==> src/rtl/axis_iterative_divider.sv <==
// Radix-2 restoring divider with two independent AXI-Stream operand slaves and
// an unthrottled result master carrying {remainder, quotient} and a divide-by-zero flag.
module axis_iterative_divider #(
  parameter int WIDTH  = 32,
  parameter int SIGNED = 1
) (
  input  logic                 clk,
  input  logic                 reset,
  input  logic                 aclken,
  input  logic                 s_axis_dividend_tvalid,
  output logic                 s_axis_dividend_tready,
  input  logic [WIDTH-1:0]     s_axis_dividend_tdata,
  input  logic                 s_axis_divisor_tvalid,
  output logic                 s_axis_divisor_tready,
  input  logic [WIDTH-1:0]     s_axis_divisor_tdata,
  output logic                 m_axis_dout_tvalid,
  output logic                 m_axis_dout_tuser,
  output logic [2*WIDTH-1:0]   m_axis_dout_tdata
);

  localparam int CW        = $clog2(WIDTH + 1);
  localparam bit IS_SIGNED = (SIGNED != 0);

  typedef enum logic [1:0] {IDLE, CALC, DONE} state_t;

  state_t             r_state, w_state_next;
  logic               r_held_a, r_held_b;
  logic [WIDTH-1:0]   r_a, r_b;
  logic [WIDTH-1:0]   r_rem, r_quo, r_div, r_dividend;
  logic               r_qneg, r_rneg, r_dvz;
  logic [CW-1:0]      r_cnt;
  logic [2*WIDTH-1:0] r_tdata;
  logic               r_tuser;

  logic               w_rdy_a, w_rdy_b, w_hs_a, w_hs_b, w_accept, w_last;
  logic [WIDTH-1:0]   w_a_val, w_b_val, w_a_mag, w_b_mag;
  logic               w_a_neg, w_b_neg;
  logic [WIDTH:0]     w_shift, w_trial;
  logic [WIDTH-1:0]   w_rem_next, w_quo_next;
  logic [2*WIDTH-1:0] w_result;

  assign w_rdy_a = aclken && (r_state == IDLE) && !r_held_a;
  assign w_rdy_b = aclken && (r_state == IDLE) && !r_held_b;
  assign w_hs_a  = s_axis_dividend_tvalid && w_rdy_a;
  assign w_hs_b  = s_axis_divisor_tvalid && w_rdy_b;

  // An operand handshaking in the acceptance cycle is used straight off the bus.
  assign w_a_val  = r_held_a ? r_a : s_axis_dividend_tdata;
  assign w_b_val  = r_held_b ? r_b : s_axis_divisor_tdata;
  assign w_accept = aclken && (r_state == IDLE) &&
                    (r_held_a || w_hs_a) && (r_held_b || w_hs_b);

  assign w_a_neg = IS_SIGNED && w_a_val[WIDTH-1];
  assign w_b_neg = IS_SIGNED && w_b_val[WIDTH-1];
  assign w_a_mag = w_a_neg ? -w_a_val : w_a_val;
  assign w_b_mag = w_b_neg ? -w_b_val : w_b_val;

  // Partial remainder stays below 2*|b|, so W+1 bits hold the trial difference and its sign.
  assign w_shift    = {r_rem, r_quo[WIDTH-1]};
  assign w_trial    = w_shift - {1'b0, r_div};
  assign w_rem_next = w_trial[WIDTH] ? w_shift[WIDTH-1:0] : w_trial[WIDTH-1:0];
  assign w_quo_next = {r_quo[WIDTH-2:0], ~w_trial[WIDTH]};
  assign w_last     = (r_cnt == CW'(WIDTH - 1));

  assign w_result = r_dvz ? {r_dividend, {WIDTH{1'b1}}}
                          : {(r_rneg ? -w_rem_next : w_rem_next),
                             (r_qneg ? -w_quo_next : w_quo_next)};

  assign s_axis_dividend_tready = w_rdy_a;
  assign s_axis_divisor_tready  = w_rdy_b;
  assign m_axis_dout_tdata      = r_tdata;
  assign m_axis_dout_tuser      = r_tuser;

  // NOTE: sequential state uses non-blocking assignments so every register samples pre-edge values.
  always_ff @(posedge clk or posedge reset) begin
    if (reset) r_state <= IDLE;
    else       r_state <= w_state_next;
  end

  // NOTE: defaults come first so no path through the case leaves a signal unassigned (no latch).
  always_comb begin
    w_state_next       = r_state;
    m_axis_dout_tvalid = 1'b0;
    case (r_state)
      IDLE: if (w_accept) w_state_next = CALC;
      CALC: if (aclken && w_last) w_state_next = DONE;
      DONE: begin
        m_axis_dout_tvalid = 1'b1;
        if (aclken) w_state_next = IDLE;
      end
      default: w_state_next = IDLE;
    endcase
  end

  // NOTE: the datapath is reset too, because the result bus must read zero after reset.
  always_ff @(posedge clk or posedge reset) begin
    if (reset) begin
      r_held_a   <= 1'b0;
      r_held_b   <= 1'b0;
      r_a        <= '0;
      r_b        <= '0;
      r_rem      <= '0;
      r_quo      <= '0;
      r_div      <= '0;
      r_dividend <= '0;
      r_qneg     <= 1'b0;
      r_rneg     <= 1'b0;
      r_dvz      <= 1'b0;
      r_cnt      <= '0;
      r_tdata    <= '0;
      r_tuser    <= 1'b0;
    end else if (aclken) begin
      case (r_state)
        IDLE: begin
          if (w_accept) begin
            r_held_a   <= 1'b0;
            r_held_b   <= 1'b0;
            r_rem      <= '0;
            r_quo      <= w_a_mag;
            r_div      <= w_b_mag;
            r_dividend <= w_a_val;
            r_qneg     <= w_a_neg ^ w_b_neg;
            r_rneg     <= w_a_neg;
            r_dvz      <= (w_b_val == '0);
            r_cnt      <= '0;
          end else begin
            if (w_hs_a) begin
              r_a      <= s_axis_dividend_tdata;
              r_held_a <= 1'b1;
            end
            if (w_hs_b) begin
              r_b      <= s_axis_divisor_tdata;
              r_held_b <= 1'b1;
            end
          end
        end
        CALC: begin
          r_rem <= w_rem_next;
          r_quo <= w_quo_next;
          r_cnt <= r_cnt + CW'(1);
          if (w_last) begin
            r_tdata <= w_result;
            r_tuser <= r_dvz;
          end
        end
        default: ;
      endcase
    end
  end

endmodule

==> config.mk <==
export PLATFORM = sky130hd
export DESIGN_NAME = axis_iterative_divider
export DESIGN_NICKNAME = d
export VERILOG_FILES = /design/src/rtl/axis_iterative_divider.sv
export SDC_FILE = /design/constraint.sdc
export NUM_CORES = 1
export LEC_CHECK = 0
export CORE_MARGIN = 10
export CORE_UTILIZATION = 55
export DETAILED_ROUTE_END_ITERATION = 8
export DONT_BUFFER_PORTS = 1
export PLACE_DENSITY = 0.78
export SLEW_MARGIN = 25
export SYNTH_ARGS = -nofsm -noshare
export SYNTH_HDL_FRONTEND = slang
export SYNTH_SLANG_ARGS = --single-unit
==> constraint.sdc <==
create_clock -name clk -period 9.9 [get_ports clk]
set_input_delay 0.99 -clock clk [delete_from_list [all_inputs] [get_ports clk]]
set_output_delay 0.99 -clock clk [all_outputs]
set_load 0.05 [all_outputs]
==> impl_metrics.json, run 1 <==
{
  "status": "finished, final reports clean",
  "cts_buffer_depth": 3,
  "cts_buffers": 30,
  "wl_per_cell_um": 21.2,
  "ys.flop_type": "dfrtp_1",
  "clockRootBuffer": "clkbuf_16",
  "dpl.cell_count": 2231,
  "ys_seq_area_frac": 0.397,
  "drtIter0Drc": 1540,
  "synth.most_common_cell": "dfrtp_1",
  "syn_area_um2": 16900,
  "fillers": 2615,
  "routed_wl_um": 48500,
  "synth_common_cells": "dfrtp_1, nand2_1, o21ai_0",
  "grt-ovfl-total": 0,
  "die_area_um2": 38200,
  "row_count": 64,
  "arrival_ns": 6.91,
  "synth_top_area_frac": 0.397,
  "post-route-period-util": 0.653,
  "synth_nets": 2039,
  "crit_fanout": 66,
  "routed_via_density": 6.37,
  "die_w_um": 196,
  "clk_pin_slew_ns": 0.07,
  "cts_resized": 0,
  "place_congestion": 0.935,
  "vias": 14600,
  "period_needed_ns": 6.47,
  "multiInputGateArea_um2": 9620,
  "async_flop_share": 1.00,
  "hold_ws_ns": 0.367,
  "dr.pass1.iters": 6,
  "fin_cells": 2287,
  "fp.dieH_um": 196,
  "hpwlAfterDp_um": 35700,
  "finalHoldViolations": 0,
  "nets": 1975,
  "antenna_found_initial": 0,
  "synthCells": 1932,
  "critPathKind": "reg2reg",
  "num_antenna_cells": 0,
  "drc": 0,
  "start_util": 0.555,
  "post_cts_buffers": 0,
  "cts.sinks": 269,
  "ant_nets": 0,
  "worstMarginPinSlew_ns": 0.977,
  "fin_util": 0.598,
  "port-buffer-count": 0,
  "skew_ns": 0.0187,
  "crit_required_ns": 10.34,
  "hold_buffers": 0,
  "core_area_um2": 30500,
  "slew_violations": 0,
  "critPathLaunchType": "register",
  "synthTopCellsByArea": "dfrtp_1, o21ai_0, nand2_1",
  "grt_max_degree": 187,
  "cts_tree": "built",
  "pin_count": 137,
  "grt_setup_unrepaired": "no",
  "drive_above_1_share": 0.0894,
  "crit_path_end_kind": "register",
  "regArea_um2": 6740,
  "synth.ff_latch_count": 269,
  "hold_class": "in2async",
  "synth_edf_count": 0,
  "synth_top_area_cell": "dfrtp_1",
  "track_usage": 0.243,
  "avgSynthCellArea_um2": 8.77,
  "area_delta_synth_final_pct": 7.71,
  "fmax_mhz": 155,
  "yosysUniqueCellTypes": 76,
  "finalSetupViolCount": 0,
  "yosys_warnings": 0,
  "grt_pass1_wl_um": 76600,
  "maxCapViolCount": 0,
  "tns_ns": 0,
  "relSlewSlack": 0.346,
  "htree_levels": 1,
  "grt_pass1_vias": 13500,
  "clkLatencyLatePin_ns": 0.56
}
==> per-layer routing <==
metal  wire (um)  vias to the layer above  GRT usage
li1            -                     6843          -
met1       20900                     6996      0.340
met2       21400                      619      0.363
met3        4860                      100     0.0670
met4        1340                        0     0.0636
met5           0                        -          0
==> layout by cell type, fill, tap and decap left out, types with 26 or more instances in the layout <==
cell type and count:
o21ai_0 215, clkbuf_16 31, inv_1 46, nand2_1 250
nand3_1 26, xnor2_1 48, mux2_2 72, xor2_1 87
o22ai_1 30, nor2_1 147, dfrtp_1 266, mux2i_1 90
ha_1 37, nor3_1 45, a21oi_1 125
==> worst max-delay path: stages (launching register included) <==
cell	delay, ns
dfrtp_1	0.48
ha_1	0.43
a21oi_2	0.29
o211ai_1	0.14
a221oi_1	0.76
a21oi_1	0.16
o211a_1	0.25
buf_4	0.28
clkinv_1	0.08
buf_4	0.52
mux2i_1	0.38
ha_1	0.28
and4b_1	0.24
inv_1	0.06
or4_1	0.49
nor4_1	0.30
a31oi_1	0.19
or4_1	0.57
o21ai_0	0.21
xnor2_1	0.14
a21oi_1	0.08
==> state kept, by name, summed over array words and instances, names as in the netlist <==
signal	cells
r_qneg	1
r_dvz	1
r_dividend	32
m_axis_dout_tuser	1
r_rem	32
r_quo	32
r_a	32
m_axis_dout_tdata	64
r_div	32
r_held_a	1
r_b	32
r_cnt	6
r_state	2
r_held_b	1
==> area by class of cell <==
cell class / instances / share of cell area
Multi-Input combinational cell: 1500 / 0.527
Clock inverter: 11 / 0.00782
Sequential cell: 269 / 0.369
Timing Repair Buffer: 17 / 0.00878
Tap cell: 396 / 0.0271
Inverter: 50 / 0.0107
Clock buffer: 44 / 0.0496
==> path summary, 6_finish.rpt <==
path	from	end	slack (ns)	cells past startpoint
setup / recovery	r_rem[10]	m_axis_dout_tdata[62]	3.43	20
hold / removal	reset	m_axis_dout_tdata[41]	0.37	1
setup reg to reg	r_rem[10]	m_axis_dout_tdata[62]	3.43	20
hold reg to reg	r_dividend[19]	r_dividend[19]	0.48	2
max in group asynchronous	reset	m_axis_dout_tdata[24]	8.14	3
min in group clk	r_dividend[19]	r_dividend[19]	0.48	2
==> cell families (layout without fill, tap and decap cells) <==
family,count (synthesis),count (layout),synth area share
buf+inv,163,122,0.0377
simple gates,625,625,0.171
xor+xnor,135,135,0.0698
compound gates,539,539,0.195
flops,269,269,0.397
mux,163,163,0.102
fa+ha+maj,38,38,0.0285
==> through the flow <==
step                setup WS [ns]  instance area (um^2)
floorplan                    1.50                 16900
global placement             3.75                 17200
detailed placement           3.63                 17200
CTS                          3.61                 18200
global route                 2.78                 18300
finish                       3.43                 18300
Power of run 1 is left out: the tool's default activity adds up to more than one toggle a clock period on the data nets, which glitch-free logic cannot reach.
==> run 2, diff against run 1 <==
--- a/config.mk
+++ b/config.mk
@@ -5,11 +5,12 @@
 export SDC_FILE = /design/constraint.sdc
 export NUM_CORES = 1
 export LEC_CHECK = 0
+export ABC_AREA = 1
 export CORE_MARGIN = 10
 export CORE_UTILIZATION = 55
 export DETAILED_ROUTE_END_ITERATION = 8
 export DONT_BUFFER_PORTS = 1
-export PLACE_DENSITY = 0.78
+export PLACE_DENSITY = 0.81
 export SLEW_MARGIN = 25
 export SYNTH_ARGS = -nofsm -noshare
 export SYNTH_HDL_FRONTEND = slang
==> constraint.sdc (replaced) <==
create_clock -name clk -period 5.3 [get_ports clk]
set_input_delay 0.53 -clock clk [delete_from_list [all_inputs] [get_ports clk]]
set_output_delay 0.53 -clock clk [all_outputs]
set_load 0.05 [all_outputs]
==> run 2 against run 1 <==
  * Non-clock buffer count is 9 higher
  * Sequential share of layout area is 2.2 points lower
  * Fmax is 40% higher
  * Synthesized area is 6.4% higher
  * Synthesized cell count is 32% higher
  * Routed wire length is 21% higher
  * Register-to-register slack worse by 2.7 ns
  * Largest cell class unchanged
==> impl_metrics.json, run 2 <==
{
  "status": "finished, final reports clean",
  "cts_buffer_depth": 3,
  "synth_xor_area_frac": 0.0340,
  "num_antenna_cells": 0,
  "crit_path_end_kind": "register",
  "cts_tree": "built",
  "hold_class": "in2reg",
  "die_area_um2": 40400,
  "grt_pass1_vias": 16200,
  "clk_pin_slew_ns": 0.06,
  "fin_cells": 2987,
  "synth_nets": 2665,
  "synth.ff_latch_count": 269,
  "period_needed_ns": 4.61,
  "drive_above_1_share": 0.0951,
  "synthAdderAreaFrac": 0.0268,
  "post_cts_buffers": 0,
  "critPathKind": "reg2reg",
  "reg2reg_depth": 29,
  "synthTopCellsByArea": "dfrtp_1, nand2_1, inv_1",
  "relSlewSlack": 0.232,
  "synthCells": 2558,
  "finalSetupViolCount": 0,
  "yosys_warnings": 0,
  "grt_max_degree": 156,
  "area_delta_synth_final_pct": 7.73,
  "pin_count": 137,
  "place_ws_ns": 0.800,
  "row_count": 66,
  "slew_violations": 0,
  "ys_seq_area_frac": 0.373,
  "synth_common_cells": "nand2_1, inv_1, dfrtp_1",
  "place_congestion": 1.01,
  "timing.final.ws_setup_ns": 0.686,
  "yosysUniqueCellTypes": 61,
  "vias": 17300,
  "cp_common_cell": "nand2_1",
  "synth_top_area_frac": 0.373,
  "largest_reg_flops": 64,
  "routed_via_density": 5.80,
  "synth_edf_count": 0,
  "dr.pass1.iters": 6,
  "post-route-period-util": 0.870,
  "nets": 2630,
  "synth_compound_area_frac": 0.131,
  "reg2reg_slack_ns": 0.69,
  "critPathLaunchType": "register",
  "grt_setup_unrepaired": "no",
  "finalHoldViolations": 0,
  "synth_top_area_cell": "dfrtp_1",
  "dpl.cell_count": 2931,
  "routed_wl_um": 58700,
  "crit_fanout": 9,
  "crit_required_ns": 5.80,
  "synth.most_common_cell": "nand2_1",
  "grt-ovfl-total": 0,
  "cts.sinks": 269,
  "drtIter0Drc": 1903,
  "synth_mux_area_frac": 0.0353,
  "wl_per_cell_um": 19.6,
  "worstHoldStart": "s_axis_dividend_tdata[18]",
  "cp_slowest_cell": "fa_1",
  "yosys.area_share.simple": 0.297,
  "worstMarginPinSlew_ns": 1.14,
  "fmax_mhz": 217,
  "htree_levels": 1,
  "worst_hold_path.endpoint": "r_a[18]",
  "worstReg2RegEnd": "m_axis_dout_tdata[26]",
  "r2r-start": "r_quo[31]",
  "antenna_found_initial": 1,
  "track_usage": 0.284,
  "layout_commonest_cell": "nand2_1",
  "cpPeakStageDelay_ns": 0.43,
  "synth_top_family_by_area": "simple AND/OR/NAND/NOR gates",
  "min_path_cells": 1,
  "fp.dieH_um": 201,
  "clkLatencyLatePin_ns": 0.61,
  "async_flop_share": 1.00,
  "avgSynthCellArea_um2": 7.05,
  "layout_common_cells": "nand2_1, inv_1, dfrtp_1",
  "ys.flop_type": "dfrtp_1",
  "cts_buffers": 31,
  "clockRootBuffer": "clkbuf_16",
  "tns_ns": 0,
  "hpwlAfterDp_um": 44400,
  "arrival_ns": 5.11,
  "skew_ns": 0.0343,
  "core_area_um2": 32500,
  "ant_nets": 0,
  "drc": 0,
  "port-buffer-count": 0,
  "syn_area_um2": 18000,
  "maxCapViolCount": 0,
  "fillers": 2980,
  "die_w_um": 201,
  "regArea_um2": 6730,
  "multiInputGateArea_um2": 9490,
  "start_util": 0.555,
  "grt_pass1_wl_um": 92300
}
==> run 2: changes by cell type after synthesis, moves of 30 or more <==
| cell | previous run | this run |
|---|---|---|
| nand2_1 | 252 | 716 |
| inv_1 | 49 | 356 |
| nand3_1 | 26 | 185 |
| mux2i_1 | 91 | 14 |
| xnor2_1 | 48 | 7 |
| a21oi_1 | 125 | 91 |
| clkbuf_1 | 90 | 60 |
==> run 2: cell families (layout without fill, tap and decap cells) <==
group | after synthesis | count (layout)
XOR/XNOR | 70 | 70
AO/OA/AOI/OAI | 426 | 426
buffers and inverters | 467 | 454
flip-flops | 269 | 269
AND/OR/NAND/NOR | 1230 | 1230
multiplexers | 58 | 58
adder cells (fa/ha/maj) | 38 | 38
==> run 2: area by class of cell <==
type                            instances  area share
Multi-Input combinational cell       1822       0.488
Clock buffer                           42      0.0452
Sequential cell                       269       0.347
Timing Repair Buffer                   26      0.0108
Tap cell                              442      0.0285
Clock inverter                         13     0.00812
Inverter                              373      0.0723
==> run 2: per-stage QoR <==
stage / utilization / hold WS (ns) / area [um^2]
floorplan: - / 0.443 / 18000
global placement: 0.566 / 0.461 / 18400
detailed placement: 0.566 / 0.468 / 18400
CTS: 0.598 / 0.0583 / 19400
global route: 0.598 / 0.0602 / 19400
finish: 0.598 / 0.0702 / 19400
==> run 2: per-layer routing <==
layer  wire, um  global-route usage
met5         19                   0
met4       1750              0.0857
met3       7100              0.0825
met2      24300               0.408
met1      25500               0.403
==> run 2: how the worst max path moves through the flow <==
stage                     depth (start not counted)                    end  slack [ns]       from
after floorplan                                   1   m_axis_dout_tdata[0]        1.22      reset
after global placement                           29  m_axis_dout_tdata[26]         1.0  r_quo[31]
after detailed placement                         29  m_axis_dout_tdata[26]        0.80  r_quo[31]
after CTS                                        29  m_axis_dout_tdata[26]        0.79  r_quo[31]
after global routing                             29  m_axis_dout_tdata[26]        0.24  r_quo[31]
final                                            29  m_axis_dout_tdata[26]        0.69  r_quo[31]
==> run 2: critical path, delay by kind of cell (launching register included) <==
| family | cells | cell delay (ns) |
|---|---|---|
| AOI/OAI and AO/OA | 4 | 0.79 |
| adders and majority gates | 3 | 0.78 |
| buffers and inverters | 3 | 0.20 |
| DFF | 1 | 0.36 |
| and+or+nand+nor | 19 | 2.40 |
==> run 2: repair_timing <==
action,4_1_cts,5_1_grt
gates resized for setup,0,0
hold buffers,1,0
endpoints found under the hold margin,3,0
Power of run 2 is left out for the same reason.
